--- src/rtl/ex_muldiv_unit_if.sv ---
// Operand/result bundle between the ID/EX stage and the iterative RV32M multiply/divide unit.
// The slave side is the unit; the master side is the pipeline driving it.
interface ex_muldiv_unit_if #(
  parameter int unsigned XLEN = 32
);
  logic            md_valid_in;
  logic [2:0]      md_func3_in;
  logic [XLEN-1:0] md_rv1_in;
  logic [XLEN-1:0] md_rv2_in;
  logic [4:0]      md_rd_in;
  logic            md_flush_in;
  logic            md_stall_out;
  logic            md_busy_out;
  logic            md_result_valid_out;
  logic [XLEN-1:0] md_result_out;
  logic [4:0]      md_rd_out;

  modport slave (
    input  md_valid_in,
    input  md_func3_in,
    input  md_rv1_in,
    input  md_rv2_in,
    input  md_rd_in,
    input  md_flush_in,
    output md_stall_out,
    output md_busy_out,
    output md_result_valid_out,
    output md_result_out,
    output md_rd_out
  );

  modport master (
    output md_valid_in,
    output md_func3_in,
    output md_rv1_in,
    output md_rv2_in,
    output md_rd_in,
    output md_flush_in,
    input  md_stall_out,
    input  md_busy_out,
    input  md_result_valid_out,
    input  md_result_out,
    input  md_rd_out
  );
endinterface

--- src/rtl/ex_muldiv_unit.sv ---
// Iterative RV32M multiply/divide unit: shift-add multiply and restoring divide on magnitudes,
// one bit per cycle, with a single-cycle path for divide-by-zero and signed overflow.
module ex_muldiv_unit #(
  parameter int unsigned XLEN = 32
) (
  input  logic                clk,
  input  logic                reset,
  ex_muldiv_unit_if.slave     md
);

  localparam int unsigned CntW = $clog2(XLEN) + 1;

  typedef enum logic [1:0] {StIdle, StCalc, StDone} state_e;

  state_e              state_q, state_d;
  logic [CntW-1:0]     cnt_q, cnt_d;
  logic [2*XLEN-1:0]   acc_q, acc_d;
  logic [XLEN-1:0]     opnd_q, opnd_d;
  logic [2:0]          func3_q, func3_d;
  logic                neg_q, neg_d;
  logic [4:0]          rd_q, rd_d;
  logic [XLEN-1:0]     result_q, result_d;
  logic [4:0]          rd_out_q, rd_out_d;

  // Operand decode at the start edge
  logic            start;
  logic            in_div;
  logic            s1_signed, s2_signed;
  logic            s1, s2;
  logic [XLEN-1:0] mag1, mag2;
  logic            div_zero, div_ovf, fast;
  logic [XLEN-1:0] fast_res;
  logic            neg_in;

  always_comb begin
    start     = md.md_valid_in && !md.md_flush_in;
    in_div    = md.md_func3_in[2];
    s1_signed = in_div ? !md.md_func3_in[0] : (md.md_func3_in[1:0] != 2'b11);
    s2_signed = in_div ? !md.md_func3_in[0] : !md.md_func3_in[1];
    s1        = s1_signed && md.md_rv1_in[XLEN-1];
    s2        = s2_signed && md.md_rv2_in[XLEN-1];
    mag1      = s1 ? (~md.md_rv1_in + 1'b1) : md.md_rv1_in;
    mag2      = s2 ? (~md.md_rv2_in + 1'b1) : md.md_rv2_in;
    div_zero  = (md.md_rv2_in == '0);
    div_ovf   = !md.md_func3_in[0] && (md.md_rv1_in == {1'b1, {(XLEN-1){1'b0}}})
                && (md.md_rv2_in == '1);
    fast      = in_div && (div_zero || div_ovf);
    // Overflow quotient equals rv1 (the most negative value); overflow remainder is zero.
    if (md.md_func3_in[1]) begin
      fast_res = div_zero ? md.md_rv1_in : '0;
    end else begin
      fast_res = div_zero ? '1 : md.md_rv1_in;
    end
    // Remainder follows the dividend sign; everything else follows the sign product.
    neg_in    = (in_div && md.md_func3_in[1]) ? s1 : (s1 ^ s2);
  end

  // One iteration of the datapath
  logic [XLEN:0]       mul_sum;
  logic [2*XLEN-1:0]   mul_next;
  logic [XLEN:0]       div_shift, div_diff;
  logic                div_ge;
  logic [2*XLEN-1:0]   div_next;
  logic [2*XLEN-1:0]   iter_next;
  logic [2*XLEN-1:0]   prod_fix;
  logic [XLEN-1:0]     div_val, div_fix;
  logic [XLEN-1:0]     final_res;

  always_comb begin
    mul_sum   = {1'b0, acc_q[2*XLEN-1:XLEN]} + (acc_q[0] ? {1'b0, opnd_q} : '0);
    mul_next  = {mul_sum, acc_q[XLEN-1:1]};

    div_shift = {acc_q[2*XLEN-1:XLEN], acc_q[XLEN-1]};
    div_diff  = div_shift - {1'b0, opnd_q};
    div_ge    = !div_diff[XLEN];
    div_next  = {(div_ge ? div_diff[XLEN-1:0] : div_shift[XLEN-1:0]),
                 acc_q[XLEN-2:0], div_ge};

    iter_next = func3_q[2] ? div_next : mul_next;

    prod_fix  = neg_q ? (~iter_next + 1'b1) : iter_next;
    div_val   = func3_q[1] ? iter_next[2*XLEN-1:XLEN] : iter_next[XLEN-1:0];
    div_fix   = neg_q ? (~div_val + 1'b1) : div_val;

    if (func3_q[2]) begin
      final_res = div_fix;
    end else if (func3_q[1:0] == 2'b00) begin
      final_res = prod_fix[XLEN-1:0];
    end else begin
      final_res = prod_fix[2*XLEN-1:XLEN];
    end
  end

  // Next-state logic
  always_comb begin
    state_d  = state_q;
    cnt_d    = cnt_q;
    acc_d    = acc_q;
    opnd_d   = opnd_q;
    func3_d  = func3_q;
    neg_d    = neg_q;
    rd_d     = rd_q;
    result_d = result_q;
    rd_out_d = rd_out_q;

    unique case (state_q)
      StIdle: begin
        if (start) begin
          func3_d = md.md_func3_in;
          neg_d   = neg_in;
          rd_d    = md.md_rd_in;
          cnt_d   = '0;
          if (fast) begin
            result_d = fast_res;
            rd_out_d = md.md_rd_in;
            state_d  = StDone;
          end else begin
            // Multiply keeps the multiplier in the low half; divide keeps the dividend there.
            acc_d   = {{XLEN{1'b0}}, (in_div ? mag1 : mag2)};
            opnd_d  = in_div ? mag2 : mag1;
            state_d = StCalc;
          end
        end
      end
      StCalc: begin
        if (md.md_flush_in) begin
          result_d = '0;
          rd_out_d = '0;
          state_d  = StIdle;
        end else begin
          acc_d = iter_next;
          cnt_d = cnt_q + 1'b1;
          if (cnt_q == CntW'(XLEN - 1)) begin
            result_d = final_res;
            rd_out_d = rd_q;
            state_d  = StDone;
          end
        end
      end
      StDone: begin
        state_d = StIdle;
        if (md.md_flush_in) begin
          result_d = '0;
          rd_out_d = '0;
        end
      end
      default: state_d = StIdle;
    endcase
  end

  always_ff @(posedge clk or posedge reset) begin
    if (reset) begin
      state_q  <= StIdle;
      cnt_q    <= '0;
      acc_q    <= '0;
      opnd_q   <= '0;
      func3_q  <= '0;
      neg_q    <= 1'b0;
      rd_q     <= '0;
      result_q <= '0;
      rd_out_q <= '0;
    end else begin
      state_q  <= state_d;
      cnt_q    <= cnt_d;
      acc_q    <= acc_d;
      opnd_q   <= opnd_d;
      func3_q  <= func3_d;
      neg_q    <= neg_d;
      rd_q     <= rd_d;
      result_q <= result_d;
      rd_out_q <= rd_out_d;
    end
  end

  // A flush in DONE suppresses the strobe in that same cycle.
  always_comb begin
    md.md_stall_out        = ((state_q == StIdle) && start) || (state_q == StCalc);
    md.md_busy_out         = (state_q != StIdle);
    md.md_result_valid_out = (state_q == StDone) && !md.md_flush_in;
    md.md_result_out       = result_q;
    md.md_rd_out           = rd_out_q;
  end

endmodule

--- src/flat_wrapper.sv ---
// flat-port wrapper written by rule: the top's interface ports become plain ports
module ex_muldiv_unit_flat 
#(
  parameter int unsigned XLEN = 32
)
  (clk, reset, md_md_valid_in, md_md_func3_in, md_md_rv1_in, md_md_rv2_in, md_md_rd_in, md_md_flush_in, md_md_stall_out, md_md_busy_out, md_md_result_valid_out, md_md_result_out, md_md_rd_out);
  ex_muldiv_unit_if #(.XLEN(XLEN)) md_i ();
  input  logic clk;
  input  logic reset;
  input wire logic [$bits(md_i.md_valid_in)-1:0] md_md_valid_in;
  input wire logic [$bits(md_i.md_func3_in)-1:0] md_md_func3_in;
  input wire logic [$bits(md_i.md_rv1_in)-1:0] md_md_rv1_in;
  input wire logic [$bits(md_i.md_rv2_in)-1:0] md_md_rv2_in;
  input wire logic [$bits(md_i.md_rd_in)-1:0] md_md_rd_in;
  input wire logic [$bits(md_i.md_flush_in)-1:0] md_md_flush_in;
  output wire logic [$bits(md_i.md_stall_out)-1:0] md_md_stall_out;
  output wire logic [$bits(md_i.md_busy_out)-1:0] md_md_busy_out;
  output wire logic [$bits(md_i.md_result_valid_out)-1:0] md_md_result_valid_out;
  output wire logic [$bits(md_i.md_result_out)-1:0] md_md_result_out;
  output wire logic [$bits(md_i.md_rd_out)-1:0] md_md_rd_out;
  assign md_i.md_valid_in = md_md_valid_in;
  assign md_i.md_func3_in = md_md_func3_in;
  assign md_i.md_rv1_in = md_md_rv1_in;
  assign md_i.md_rv2_in = md_md_rv2_in;
  assign md_i.md_rd_in = md_md_rd_in;
  assign md_i.md_flush_in = md_md_flush_in;
  assign md_md_stall_out = md_i.md_stall_out;
  assign md_md_busy_out = md_i.md_busy_out;
  assign md_md_result_valid_out = md_i.md_result_valid_out;
  assign md_md_result_out = md_i.md_result_out;
  assign md_md_rd_out = md_i.md_rd_out;
  ex_muldiv_unit #(.XLEN(XLEN)) u_core (.clk(clk), .reset(reset), .md(md_i));
endmodule
--- config.mk ---
export PLATFORM = sky130hd
export DESIGN_NAME = ex_muldiv_unit_flat
export DESIGN_NICKNAME = d
export VERILOG_FILES = /design/src/rtl/ex_muldiv_unit_if.sv /design/src/rtl/ex_muldiv_unit.sv /design/src/flat_wrapper.sv
export SDC_FILE = /design/constraint.sdc
export NUM_CORES = 1
export LEC_CHECK = 0
export CORE_MARGIN = 2
export CORE_UTILIZATION = 40
export CTS_BUF_LIST = sky130_fd_sc_hd__clkbuf_8
export DETAILED_ROUTE_END_ITERATION = 12
export SKIP_CTS_REPAIR_TIMING = 1
export SLEW_MARGIN = 20
export SYNTH_ARGS = -nofsm -noshare
export SYNTH_HDL_FRONTEND = slang
export SYNTH_SLANG_ARGS = --single-unit
--- constraint.sdc ---
create_clock -name clk -period 14.1 [get_ports clk]
set_input_delay 2.115 -clock clk [delete_from_list [all_inputs] [get_ports clk]]
set_output_delay 2.115 -clock clk [all_outputs]
set_load 0.01 [all_outputs]
==> impl_results.md <==
- Outcome: finished, final reports clean
- PwrDens: 287 nW/um2
- Die X: between 200 and 250 um
- Ports: between 100 and 150
- Num CTS Buffers: 17
- Worst Path Required: ~15 ns
- Number of vias per cell: roughly 6.4
- Area post-placement: ~20000 um2
- Asr flop ratio synth: 100%
- Core Region: ~45000 um2
- Share of cells above drive strength 1: 6.73%
- CP Max Fanout: 65
- TritonCTS clock tree: built
- Fin. max-slew vios: 0
- Layout fillers: about 4700
- Setup crit start: md_md_rv2_in[6]
- Clk_skew: 0.0184 ns
- CP Data Arrival Time: a little under 8 ns
- Static Leak: approximately 8 nW
- Final hold vios: 0
- Path type of the worst setup path: input port to flop
- Die Y-Extent: 218 um
- Fmax: approximately 140 MHz
- Largest net degree at the start of global routing: 118
- P&R area growth vs syn: 10.1%
- Nets: 2696
- First-pass GRT wire length: between 100 and 150 mm
- Slew HR: 22.3%
- Post-Syn Instances: approximately 2500
- 1st-iter DRT viols: ~2900
- Reported max-cap violation count: 0
- Ys flop type: dfrtp_1
- Die ar.: between 40000 and 50000 um2
- Final WL: between 70 and 80 mm
- Port Buf Inserts: 115
- Synth Net Count: roughly 2700
- Initial Util: about two fifths
- Hpwl dp: roughly 62 mm
- Setup crit start kind: input port
- Clock Path Buffers: 2
- RSZ-0062 raised after global routing: no
- Avg WL per Cell: 25.3 um
- Placed cell count: 3125
- Final GP Congestion: a little over 1
- Number of synthesized flops with an enable pin: 0
- Row cnt: ~80
- Crit end category: flop
- Yosys cell types: ~110
- Hold Crit Start: u_core.md.md_rd_out[2]$_DFFE_PP0P_
- Tot Pwr: around 0.0058 W
- Commonest non-fill, non-tap cell in the layout: nor2_1
- Sum Neg Setup Slack: 0 ns
- Worst Hold Class: flop to flop
- H-Tree Depth: 4
- Slowest stage delay, CP: ~0.58 ns
- Antenna-violating nets left: 0
- Root Driver: clkbuf_8
- Clock Sinks: 150
- Endpoints failing setup: 0
- Worst-path cell chain: clkdlybuf4s50_1, or3_1, or3_1, nor3_1, nand3_1, or4_1, nor3_2, buf_4, o21ai_1, o21ai_0, nand3_2, buf_4, nor2_1, nand2_1, nor2_1, a311o_1
- TritonRoute pass-1 iters: 7
- Yosys reg bits: 150
- Via Count: between 20000 and 25000
- Vias in the first global route: approximately 18000
- Finished Cell Area: between 20000 and 25000 um2
- Reg-to-Reg Start: u_core.opnd_q[17]$_DFFE_PP0P_
- Non-Filler Instances: around 3200
- Initial antenna violation count: 2
- Post-route minimum period: ~7.4 ns
- Sequential fraction of the synthesis area: approximately 21%
- Number of synthesis warnings: 0
- Synth Area per Inst: 7.18 um2
- Total track usage: between 30% and 40%
- Cell area after synthesis: 18300 um2
- Most frequent cells in the layout: nor2_1, nand2_1, a21oi_1
- Clk slew on worst S/H paths: 0.10 ns
- Worst-Margin Slew: between 1 and 1.5 ns
- Worst skew pair latency: 0.54 ns
- Global route total overflow: 0
- Drc violations: 0
- Critical-path top delay cell: or4_1
- Final worst-path cycle share: 52.2%
- Peak VDD IR: 0.000114 V
## state kept, by name, indices dropped and copies added (netlist names)
signal	count
u_core.acc_q	64
u_core.cnt_q	6
u_core.func3_q	3
u_core.md.md_rd_out	5
u_core.md.md_result_out	32
u_core.neg_q	1
u_core.opnd_q	32
u_core.rd_q	5
u_core.state_q	2
## critical path, delay by kind of cell
kind,cells,cell delay (ns)
AO/OA/AOI/OAI,3,0.81
AND/OR/NAND/NOR,10,3.55
buffers and inverters,3,1.30
## power by group
part	switching [W]	internal, W
clock	0.000203	0.000127
sequential	0.000291	0.000623
combinational	0.00298	0.00155
## logic make-up after synthesis
group	after synthesis	synth area share [%]
flops	150	20.5
buf+inv	252	5.59
fa+ha+maj	76	5.28
simple gates	951	24.5
mux	88	5.18
xor+xnor	158	7.57
compound gates	872	31.3
## area by class of cell
cell class              instances  area (um2)  share of cell area, %
clock inverters                14         101                  0.503
clock buffers                  18         248                   1.23
repair buffers                152        1430                   7.09
inverters                      78         298                   1.48
flip-flops and latches        150        3760                   18.7
well taps                     600         751                   3.73
diodes                          1        2.50                 0.0124
multi-input cells            2145       13500                   67.3
## layer usage
| layer | vias up | routed length (um) | track usage (%) |
|---|---|---|---|
| met5 | - | 0 | 0 |
| met4 | 0 | 3830 | 15.3 |
| met3 | 161 | 7150 | 5.68 |
| met2 | 1014 | 34200 | 49.7 |
| met1 | 9687 | 34700 | 46.6 |
| li1 | 9345 | - | - |
## synthesized netlist by cell type, types with 10 or more instances
library cell	n	share of area, %
xnor2_1	87	4.2
a221o_1	16	0.88
inv_1	76	1.6
nand2b_1	19	0.65
o221ai_1	10	0.48
o21a_1	24	0.99
a211o_1	13	0.62
o211ai_1	37	1.5
dfrtp_1	150	21
nor3_1	76	2.1
buf_2	16	0.44
ha_1	74	5.1
nand2_1	278	5.7
buf_1	17	0.35
o21ai_0	223	6.1
nand3_1	59	1.6
o21bai_1	10	0.41
nor4_1	24	0.82
nand4_1	33	1.1
and2_1	49	1.7
clkbuf_1	131	2.7
nor2b_1	18	0.62
a21oi_1	254	7.0
mux2_2	39	2.4
or4_1	12	0.49
xor2_1	71	3.4
o41ai_1	11	0.53
a31oi_1	40	1.4
mux2i_1	47	2.6
a21o_1	27	1.1
or3_1	20	0.68
o2111ai_1	11	0.53
a211oi_1	25	1.0
and3_1	24	0.82
o31ai_1	32	1.3
nor2_1	294	6.0
## through the flow
stage	worst slack, ns	util, %	hold WS (ns)
floorplan	7.95	-	0.463
global placement	6.51	43.7	0.470
detailed placement	6.37	43.7	0.474
CTS	6.93	44.5	0.495
global route	6.26	44.5	0.537
finish	6.74	44.5	0.489
## final timing paths
| check | endpoint | slack [ns] | cells past startpoint |
|---|---|---|---|
| min reg2reg | u_core.md.md_rd_out[2]$_DFFE_PP0P_ | 0.49 | 2 |
| min | u_core.md.md_rd_out[2]$_DFFE_PP0P_ | 0.49 | 2 |
| max | u_core.md.md_result_out[21]$_DFFE_PP0P_ | 6.74 | 16 |
| min in group asynchronous | u_core.acc_q[37]$_DFFE_PP0P_ | 2.15 | 2 |
| max reg2reg | u_core.md.md_result_out[24]$_DFFE_PP0P_ | 6.95 | 21 |
| max in group asynchronous | u_core.func3_q[2]$_DFFE_PP0P_ | 10.38 | 3 |
Power figures use the tool's default switching activity.
